`config.mk`:
```
export PLATFORM = sky130hd
export DESIGN_NAME = reg_command_controller
export DESIGN_NICKNAME = d
export VERILOG_FILES = /design/src/rtl/reg_command_controller.sv
export SDC_FILE = /design/constraint.sdc
export NUM_CORES = 1
export LEC_CHECK = 0
export BUFFER_PORTS_ARGS = -buffer_cell sky130_fd_sc_hd__buf_2
export CAP_MARGIN = 15
export CORE_ASPECT_RATIO = 0.75
export CORE_UTILIZATION = 40
export CTS_CLUSTER_SIZE = 10
export DETAILED_ROUTE_END_ITERATION = 16
export GPL_ROUTABILITY_DRIVEN = 0
export HOLD_SLACK_MARGIN = 0.06
export PLACE_DENSITY = 0.6
export SETUP_SLACK_MARGIN = 0.2
export SLEW_MARGIN = 5
export SYNTH_ARGS = -nofsm -noshare
export SYNTH_HDL_FRONTEND = slang
export SYNTH_SLANG_ARGS = --single-unit
export TNS_END_PERCENT = 10
```
`constraint.sdc`:
```
create_clock -name ipClk -period 2.9 [get_ports ipClk]
set_clock_uncertainty 0.1 [all_clocks]
set_input_delay 0.145 -clock ipClk [delete_from_list [all_inputs] [get_ports ipClk]]
set_output_delay 0.145 -clock ipClk [all_outputs]
set_load 0.05 [all_outputs]
```
`src/rtl/reg_command_controller.sv`:
```
// Register command controller: decodes framed UART packets into register bus
// writes and reads, and returns read data as a framed response packet.
package reg_command_controller_pkg;
  typedef struct packed {
    logic [7:0] source;
    logic [7:0] destination;
    logic [7:0] length;
    logic [7:0] data;
    logic       sop;
    logic       eop;
    logic       valid;
  } uart_packet_t;
endpackage

module reg_command_controller
  import reg_command_controller_pkg::*;
#(
  parameter int unsigned ADDR_BYTES     = 1,
  parameter int unsigned DATA_BYTES     = 4,
  parameter logic [7:0]  WR_SOURCE      = 8'h01,
  parameter logic [7:0]  RD_SOURCE      = 8'h02,
  parameter int unsigned TIMEOUT_CYCLES = 1024
) (
  input  logic                    ipClk,
  input  logic                    ipReset,
  input  uart_packet_t            ipRxStream,
  output logic                    opWrEnable,
  output logic                    opRdEnable,
  output logic [8*ADDR_BYTES-1:0] opAddress,
  output logic [8*DATA_BYTES-1:0] opWrData,
  input  logic                    ipRdValid,
  input  logic [8*DATA_BYTES-1:0] ipRdData,
  output uart_packet_t            opTxStream,
  input  logic                    ipTxReady,
  output logic                    opBusy,
  output logic [7:0]              opErrorCount
);

  localparam int unsigned AW = 8 * ADDR_BYTES;
  localparam int unsigned DW = 8 * DATA_BYTES;
  localparam int unsigned RW = AW + DW;
  localparam int unsigned NB = ADDR_BYTES + DATA_BYTES;
  localparam int unsigned CW = $clog2(NB + 1);
  localparam int unsigned TW = $clog2(TIMEOUT_CYCLES);

  typedef enum logic [2:0] {
    IDLE, GET_ADDR, GET_DATA, DISCARD, WAIT_RD, SEND_RESP
  } state_t;

  state_t        state;
  logic          is_rd;
  logic [CW-1:0] cnt;
  logic [TW-1:0] timer;
  logic [AW-1:0] addr_shift;
  logic [DW-1:0] data_shift;
  logic [RW-1:0] resp;
  logic          err_evt;

  logic          rx_byte, rx_sop, eop, in_pkt, start, addr_byte;
  logic          addr_last, data_last, pkt_rd, timer_hit;
  logic [AW-1:0] addr_val;
  logic [DW-1:0] data_val;
  logic          unused_rx_fields;

  // Byte classification; a valid start byte is treated as address byte 0 in any receive state
  assign rx_byte   = ipRxStream.valid;
  assign rx_sop    = ipRxStream.valid & ipRxStream.sop;
  assign eop       = ipRxStream.eop;
  assign in_pkt    = state inside {GET_ADDR, GET_DATA, DISCARD};
  assign start     = (in_pkt || state == IDLE) && rx_sop &&
                     (ipRxStream.source == WR_SOURCE || ipRxStream.source == RD_SOURCE);
  assign addr_byte = start || (state == GET_ADDR && rx_byte && !ipRxStream.sop);
  assign addr_val  = start ? AW'(ipRxStream.data) : ((addr_shift << 8) | AW'(ipRxStream.data));
  assign addr_last = start ? (ADDR_BYTES == 1) : (cnt == CW'(ADDR_BYTES - 1));
  assign pkt_rd    = start ? (ipRxStream.source == RD_SOURCE) : is_rd;
  assign data_val  = (data_shift << 8) | DW'(ipRxStream.data);
  assign data_last = cnt == CW'(DATA_BYTES - 1);
  assign timer_hit = timer == TW'(TIMEOUT_CYCLES - 1);
  assign opBusy    = state != IDLE;
  assign unused_rx_fields = ^{ipRxStream.destination, ipRxStream.length};

  // Errors are flagged for one cycle and folded into the saturating count on the next
  always_ff @(posedge ipClk) begin
    if (ipReset) begin
      state        <= IDLE;
      is_rd        <= 1'b0;
      cnt          <= '0;
      timer        <= '0;
      addr_shift   <= '0;
      data_shift   <= '0;
      resp         <= '0;
      err_evt      <= 1'b0;
      opWrEnable   <= 1'b0;
      opRdEnable   <= 1'b0;
      opAddress    <= '0;
      opWrData     <= '0;
      opTxStream   <= '0;
      opErrorCount <= '0;
    end else begin
      opWrEnable <= 1'b0;
      opRdEnable <= 1'b0;
      err_evt    <= 1'b0;
      if (err_evt && opErrorCount != 8'hFF) opErrorCount <= opErrorCount + 8'd1;
      case (state)
        IDLE, GET_ADDR, GET_DATA, DISCARD: begin
          timer <= '0;
          if (rx_sop && in_pkt) err_evt <= 1'b1;
          if (addr_byte) begin
            addr_shift <= addr_val;
            is_rd      <= pkt_rd;
            cnt        <= start ? CW'(1) : cnt + CW'(1);
            if (addr_last) begin
              cnt <= '0;
              if (pkt_rd && eop) begin
                opRdEnable <= 1'b1;
                opAddress  <= addr_val;
                state      <= WAIT_RD;
              end else if (pkt_rd || eop) begin
                err_evt <= 1'b1;
                state   <= pkt_rd ? DISCARD : IDLE;
              end else begin
                state <= GET_DATA;
              end
            end else if (eop) begin
              err_evt <= 1'b1;
              state   <= IDLE;
            end else begin
              state <= GET_ADDR;
            end
          end else if (rx_sop) begin
            state <= IDLE;
          end else if (rx_byte) begin
            if (state == GET_DATA) begin
              data_shift <= data_val;
              cnt        <= cnt + CW'(1);
              if (data_last && eop) begin
                opWrEnable <= 1'b1;
                opAddress  <= addr_shift;
                opWrData   <= data_val;
                state      <= IDLE;
              end else if (data_last || eop) begin
                err_evt <= 1'b1;
                state   <= eop ? IDLE : DISCARD;
              end
            end else if (state == DISCARD && eop) begin
              state <= IDLE;
            end
          end else if (in_pkt) begin
            if (timer_hit) begin
              err_evt <= 1'b1;
              state   <= IDLE;
            end else begin
              timer <= timer + TW'(1);
            end
          end
        end
        WAIT_RD: begin
          if (rx_sop) err_evt <= 1'b1;
          if (ipRdValid) begin
            resp              <= {opAddress, ipRdData} << 8;
            opTxStream.source <= RD_SOURCE;
            opTxStream.data   <= opAddress[AW-1 -: 8];
            opTxStream.sop    <= 1'b1;
            opTxStream.eop    <= 1'b0;
            opTxStream.valid  <= 1'b1;
            cnt               <= '0;
            state             <= SEND_RESP;
          end else if (timer_hit) begin
            err_evt <= 1'b1;
            state   <= IDLE;
          end else begin
            timer <= timer + TW'(1);
          end
        end
        SEND_RESP: begin
          if (rx_sop) err_evt <= 1'b1;
          if (opTxStream.valid && ipTxReady) begin
            if (cnt == CW'(NB - 1)) begin
              opTxStream <= '0;
              state      <= IDLE;
            end else begin
              opTxStream.data <= resp[RW-1 -: 8];
              opTxStream.sop  <= 1'b0;
              opTxStream.eop  <= cnt == CW'(NB - 2);
              resp            <= resp << 8;
              cnt             <= cnt + CW'(1);
            end
          end
        end
        default: state <= IDLE;
      endcase
    end
  end

endmodule
```
# Word level (Yosys, flattened, before mapping)

Index checks and enable logic that the tools add are counted.

Register bits: 159
Input port bits: 71
Output and inout port bits: 86
Logic and storage cells: 171

Add/subtract/negate cells: 3
Equality and inequality tests: 26
Mux-type cells: 77
Bitwise operators: 8
Reduce and logical (&&, ||, !) cells: 39

Operators with widths:

| kind                    | number |
|---|---|
| $mux W40                | 3 |
| $mux W10                | 8 |
| $pmux W40 S2            | 1 |
| $mux W3                 | 23 |
| $mux W8                 | 8 |
| $mux W35                | 1 |
| $or A32 B8 Y32          | 1 |
| $mux W24                | 1 |
| $mux W1                 | 22 |
| $pmux W11 S2            | 1 |
| $pmux W10 S2            | 1 |
| $pmux W3 S3             | 2 |
| $pmux W8 S2             | 1 |
| $reduce_and A7 Y1       | 2 |
| $ne A2 B2 Y1 const B    | 6 |
| $mux W11                | 1 |
| $add A10 B1 Y10 const B | 1 |
| $eq A10 B10 Y1 const B  | 1 |
| $logic_and A1 B1 Y1     | 10 |
| $reduce_and A5 Y1       | 2 |
| $reduce_bool A2 Y1      | 5 |
| $eq A3 B2 Y1 const B    | 3 |
| $eq A3 B3 Y1 const B    | 3 |
| $ne A3 B3 Y1 const B    | 3 |
| other kinds (24)        | 43 |

# Depth between registers and ports, before layout

Gate-level depths: netlist of the first run.

Word-level depth: 12
Gate-level depth with buffers: 9

# Least setup slack after synthesis of the first run

OpenSTA, ideal clock, no wires.

Kind: reg2reg
Start point: register state[2]
End point: register opAddress[0]
Library setup time: 0.121 ns
Arrival time: 1.979 ns
Required time: 2.679 ns
Path slack: 0.699 ns
Cell stages (with the launch flop): 8
Clock period less this slack: 2.201 ns
Cell sequence: dfxtp_1 buf_6 or4_4 o41ai_2 a21oi_1 a31o_1 buf_6 mux2_4

Word-level cells in the longest chain between the ends: 9
Elaborated cells between the ends (all ways): 23

RTL lines:

| item                                 | RTL line    | source |
|---|---|---|
| start, declared                      | 50          | `state_t state;` |
| start signal, assigned               | 120         | `state <= pkt_rd ? DISCARD : IDLE;` |
| start signal, assigned               | 143         | `state <= eop ? IDLE : DISCARD;` |
| $eq A3 B1 Y1 (tied with other cells) | 69, 72, 104 |  |
| $reduce_bool A3 Y1                   | 69          | `assign in_pkt = state inside {GET_ADDR, GET_DATA, DISCARD};` |
| $logic_or A1 B1 Y1                   | 70          | `assign start = (in_pkt \|\| state == IDLE) && rx_sop &&` |
| $logic_and A1 B1 Y1 (2 in a row)     | 70          |  |
| $mux W1                              | 75          | `assign pkt_rd = start ? (ipRxStream.source == RD_SOURCE) : is_rd;` |
| $logic_and A1 B1 Y1                  | 114         | `if (pkt_rd && eop) begin` |
| $ne A2 B1 Y1 (no source line)        | n/a         |  |
| $reduce_and A7 Y1 (no source line)   | n/a         |  |
| end signal, assigned                 | 116         | `opAddress <= addr_val;` |
| end signal, assigned                 | 138         | `opAddress <= addr_shift;` |
| end, declared                        | 29          | `output logic [8*ADDR_BYTES-1:0] opAddress,` |

Parallel ways exist; a longest one is shown, timed or not.
A chain may end at the register's enable or synchronous reset.

# Final worst setup path of the first run

Start point: register state[2]
End point: register opAddress[3]

The elaborated chain is that of the path after synthesis.

==> results of run 1 <==
metal layers:
metal	GRT usage	vias to the layer above	wire length, um
met1	0.3019	2653	8505
met4	0.06250	0	233
li1	-	2889	-
met3	0.06008	22	886
met5	0	-	0
met2	0.2850	162	6656
registers in the layout, indices dropped and copies added, names as in the netlist, 3 cells and up:
signal and cells:
resp 32, addr_shift 8, state 3, timer 10, opAddress 8, opTxStream 11
data_shift 24, opWrData 32, opErrorCount 8, cnt 3
metrics by stage:
step           std cells  cell area [um^2]  utilization  hold WS (ns)
3_5_place_dp        1043              6875       0.4516        0.3103
4_1_cts             1115              7879       0.5175        0.1121
6_report            1116              7906       0.5193        0.1306
5_1_grt             1116              7906       0.5193        0.1619
3_3_place_gp        1043              6875       0.4516        0.3083
2_1_floorplan        784              6301            -        0.1810
kinds of logic after synthesis:
family | share of synthesized area
muxes | 0.02596
DFF | 0.4604
adders and majority gates | 0.01006
and+or+nand+nor | 0.2388
buffers and inverters | 0.07042
xor gates and xnor gates | 0.02113
other | 0.0006030
AOI/OAI and AO/OA | 0.1726
area by class of cell:
class | instances | area, um^2
clock buffers | 24 | 491.7
well taps | 205 | 256.5
multi-input cells | 553 | 3010
repair buffers | 178 | 1174
inverters | 8 | 30.03
fillers | 1487 | 7318
flip-flops and latches | 143 | 2863
clock inverters | 5 | 81.33
placed cells by master, fill, tap and decap left out, drive strengths merged, types with 15 or more instances in the layout:
master / Yosys / routed
dlygate4sd3: 0 / 43
dfxtp: 143 / 143
buf: 37 / 135
a21oi: 86 / 86
nand2: 159 / 159
conb: 1 / 23
nor2: 59 / 59
nor2b: 16 / 16
o21ai: 15 / 15
a311oi: 25 / 25
nand3: 49 / 49
clkbuf: 43 / 24
Yosys cell counts (8+ instances only):
master and number:
a311oi_1 25, clkbuf_1 43, nand2_1 159, xnor2_1 10
buf_4 24, o21ai_0 15, a21oi_1 86, nor2_1 59
buf_1 9, and3_1 8, a222oi_1 9, mux2_4 8
dfxtp_1 143, nand3_1 49, nor2b_1 16, nor3_1 8
worst reg2reg max path, delay by kind of cell, from the launching register on:
family,cells,cell delay [ns]
compound gates,3,1.01
mux,1,0.34
flops,1,0.34
simple gates,1,0.52
path summary, 6_finish.rpt:
path	start	endpoint	slack, ns	cells past startpoint
worst max-delay path	state[2]	opAddress[3]	0.49	5
worst min-delay path	ipRxStream[0]	state[0]	0.13	4
worst max register to register	state[2]	opAddress[3]	0.49	5
worst min register to register	opWrData[0]	opWrData[0]	0.35	2
timing repair:
action                     4_1_cts  5_1_grt
hold endpoints to repair        60        0
buffers inserted                 0        0
setup endpoints to repair        0        2
hold buffers                    43        0
gates resized for setup          0        1
power by group through the flow:
stage | Sequential, mW | Combinational (mW) | Clock, mW
finish | 1.97 | 0.273 | 2.14
global route | 1.97 | 0.295 | 2.26
CTS | 1.97 | 0.269 | 2.18
detailed placement | 2.02 | 0.225 | 0
global placement | 2.02 | 0.227 | 0
floorplan | 2.02 | 0.177 | 0
==> results_dict.tcl, run 1 <==
set metrics [dict create \
    outcome "completed" \
    drt-pass1-iter-count 6 \
    drt-initial-drc-count 426 \
    die_h_um 110.0 \
    overflow 0 \
    route.detailed.drc 0 \
    clk_path_buf_depth 2 \
    tightest_slew_ns 0.8795 \
    post-route-min-period_ns 2.410 \
    cts_buffers 17 \
    power_frac_clock 0.488 \
    avgViaCountPerCell 5.131 \
    synth_top_cell_by_area "dfxtp_1" \
    clkSinkCount 143 \
    setup_viol 0 \
    hp-class "in2reg" \
    wirelength_mm 16.28 \
    vias 5726 \
    grt_pass1_wl_mm 25.81 \
    cp-end-kind "flop" \
    net-switching-power_mw 0.9784 \
    syn_area_um2 6218 \
    synth_edf_count 0 \
    core-area_um2 15220 \
    power_density_nw_per_um2 554.5 \
    power_mw 4.384 \
    leakagePower_nw 3.050 \
    crit_family "compound AO/OA/AOI/OAI gates" \
    grt_start_max_net_pins 82 \
    peakVddDrop_mv 0.4678 \
    wl_per_cell_um 14.59 \
    ys_top_cells_by_area "dfxtp_1 46%, nand2_1 9.6%, a21oi_1 6.9%" \
    synth-seq-cells 143 \
    die_area_um2 16050 \
    grt.total_usage 0.2054 \
    drive_gt1_frac 0.1965 \
    rows 39 \
    ys_warn_count 0 \
    ios 157 \
    cts_tree "done" \
    crit_type "reg2reg" \
    path_buf_inv 0 \
    area_growth_pct 27.14 \
    cap_violations 0 \
    setup_tns_ns 0 \
    ys_seq_area_frac 0.4604 \
    max_stage_delay_ns 0.52 \
    finalCritPeriodShare 0.8312 \
    cp-start-kind "flop" \
    crit_slowest_cell "nor4_1" \
    clock_latency_ns 0.42 \
    fmax_mhz 414.9 \
    synthCells 762 \
    power_frac_comb 0.062 \
    ctsRootBufferMaster "clkbuf_16" \
    rsz0062_at_grt "false" \
    p_sw_frac 0.2232 \
    diodes 0 \
    crit_path_cell_trace "nor4_1, a41oi_1, a21oi_1, a31o_2, mux2_4" \
    p_int_mw 3.406 \
    die_width_um 146.0 \
    ys.flop_type "dfxtp_1" \
    pre_cts_slack_ns 0.3988 \
    antenna_found_initial 0 \
    ys_types 54 \
    critical_path_arrival_ns 2.62 \
    seqPwrFrac 0.450 \
    worst_ep_required_time_ns 3.11 \
    final_hold_viol_count 0 \
    clk_pin_slew_worst_paths_ns 0.06 \
    port_buffers 117 \
    ant_nets 0 \
    initial_core_util 0.4084 \
    slew_violations 0 \
    syn_avg_cell_area_um2 8.161 \
    final_nets 977 \
    synth_top_area_frac 0.4604 \
    grt_pass1_vias 5058 \
    ys_async_sr_fraction 0 \
    layout_setup_ws_ns 0.4895 \
    hpwlAfterDp_mm 10.52 \
    htree_levels 4 \
    relSlewSlack 0.4137 \
    cp_max_fo 8 \
]
(Power assumes the default switching activity.)
==> run 2, diff against run 1 <==
==> constraint.sdc (replaced) <==
create_clock -name ipClk -period 2.4 [get_ports ipClk]
set_clock_uncertainty 0.1 [all_clocks]
set_input_delay 0.12 -clock ipClk [delete_from_list [all_inputs] [get_ports ipClk]]
set_output_delay 0.12 -clock ipClk [all_outputs]
set_load 0.05 [all_outputs]
==> run 2 against run 1 <==
  * Non-clock buffer count grew 15
  * Critical path type unchanged
  * Highest routed layer unchanged
  * Critical endpoint unchanged
  * Sequential power increased by 21%
  * Flip-flop and latch count stayed put
==> results_dict.tcl, run 2 (synthesized netlist as in run 1, its figures left out) <==
set metrics [dict create \
    core-area_um2 15220 \
    power_density_nw_per_um2 694.9 \
    setup_viol 0 \
    final_common_cell "nand2_1" \
    final-seq-area_um2 2868 \
    pre_cts_slack_ns 0.02709 \
    final_hold_viol_count 0 \
    critical_path_arrival_ns 2.37 \
    cp-end-kind "flop" \
    hold-worst-slack_ns 0.1111 \
    clkSinkCount 143 \
    fmax_mhz 462.4 \
    overflow 0 \
    cap_violations 0 \
    top_regs "opWrData x32, resp x32, data_shift x24" \
    avgViaCountPerCell 5.159 \
    drt-initial-drc-count 498 \
    rr_worst_depth 8 \
    die_h_um 110.0 \
    ctsRootBufferMaster "clkbuf_16" \
    antenna_found_initial 0 \
    vias 5856 \
    multiInputGateArea_um2 3063 \
    relSlewSlack 0.5500 \
    area_growth_pct 31.41 \
    route.detailed.drc 0 \
    grt.total_usage 0.2118 \
    layout_common_cells "159 x nand2_1, 139 x dfxtp_1, 116 x buf_2, 85 x a21oi_1, 58 x nor2_1" \
    tightest_slew_ns 0.6734 \
    port_buffers 117 \
    layout_setup_ws_ns 0.2373 \
    final_nets 993 \
    drt-pass1-iter-count 5 \
    whs_path_depth 4 \
    cp_max_fo 8 \
    leakagePower_nw 3.163 \
    post-route-min-period_ns 2.163 \
    grt_pass1_wl_mm 26.97 \
    clk_pin_slew_worst_paths_ns 0.06 \
    cts_buffers 17 \
    outcome "completed" \
    cts_tree "done" \
    rsz0062_at_grt "true" \
    clk_path_buf_depth 2 \
    nFillCells 1475 \
    htree_levels 4 \
    grt_pass1_vias 5204 \
    clock_latency_ns 0.42 \
    peakVddDrop_mv 0.4711 \
    initial_core_util 0.4084 \
    finalCritPeriodShare 0.9011 \
    die_area_um2 16050 \
    diodes 0 \
    die_width_um 146.0 \
    rows 39 \
    rrSetupSlack_ns 0.24 \
    ant_nets 0 \
    grt_start_max_net_pins 51 \
    wl_per_cell_um 14.91 \
    drive_gt1_frac 0.2247 \
    setup_tns_ns 0 \
    crit_type "reg2reg" \
    ios 157 \
    hp-class "in2reg" \
    hpwlAfterDp_mm 10.68 \
    slew_violations 0 \
    cp-start-kind "flop" \
    wirelength_mm 16.93 \
    worst_ep_required_time_ns 2.60 \
]
-- run 2: worst paths after layout --
path	to	from
setup / recovery	opAddress[3]	cnt[0]
setup reg to reg	opAddress[3]	cnt[0]
hold / removal	state[0]	ipRxStream[0]
hold reg to reg	opWrData[18]	opWrData[18]
-- run 2: critical path, cell delays in order (launching register included) --
cell,delay [ns]
dfxtp_2,0.35
inv_1,0.05
ha_2,0.21
nor2b_1,0.14
and4_1,0.18
or2_2,0.31
a31o_1,0.26
buf_12,0.16
mux2_4,0.30
-- run 2: where the power goes --
part           switching, mW  internal [mW]
registers            0.00561           2.38
logic                  0.225          0.123
clock network           1.04           1.90
total                   1.27           4.41
-- run 2: timing repair --
item                       CTS  global route
setup buffers                0             4
gates cloned                 1             0
pin swaps                    1             7
hold buffers                44             0
setup endpoints to repair   45            84
hold endpoints to repair    61             0
resized for setup            2            13
-- run 2: metrics by stage --
| step | instances | cell area (um^2) | power, mW | utilization |
|---|---|---|---|---|
| after floorplan | 784 | 6305 | 2.651 | - |
| after global placement | 1054 | 6974 | 2.721 | 0.4581 |
| after detailed placement | 1054 | 6974 | 2.720 | 0.4581 |
| after CTS | 1131 | 8093 | 5.712 | 0.5316 |
| after global routing | 1135 | 8172 | 5.852 | 0.5367 |
| final | 1135 | 8172 | 5.679 | 0.5367 |
-- run 2: final cells by class --
| cell class | count | area share |
|---|---|---|
| Timing Repair Buffer | 193 | 0.1577 |
| Multi-Input combinational cell | 554 | 0.3748 |
| Clock buffer | 19 | 0.05543 |
| Sequential cell | 143 | 0.3509 |
| Inverter | 8 | 0.004134 |
| Tap cell | 205 | 0.03139 |
| Clock inverter | 13 | 0.02557 |
-- run 2: routing by layer --
metal,vias up,track usage,share of wire
li1,2930,-,-
met1,2744,0.3161,0.52
met2,165,0.2946,0.41
met3,17,0.05473,0.054
met4,0,0.06250,0.011
met5,-,0,0
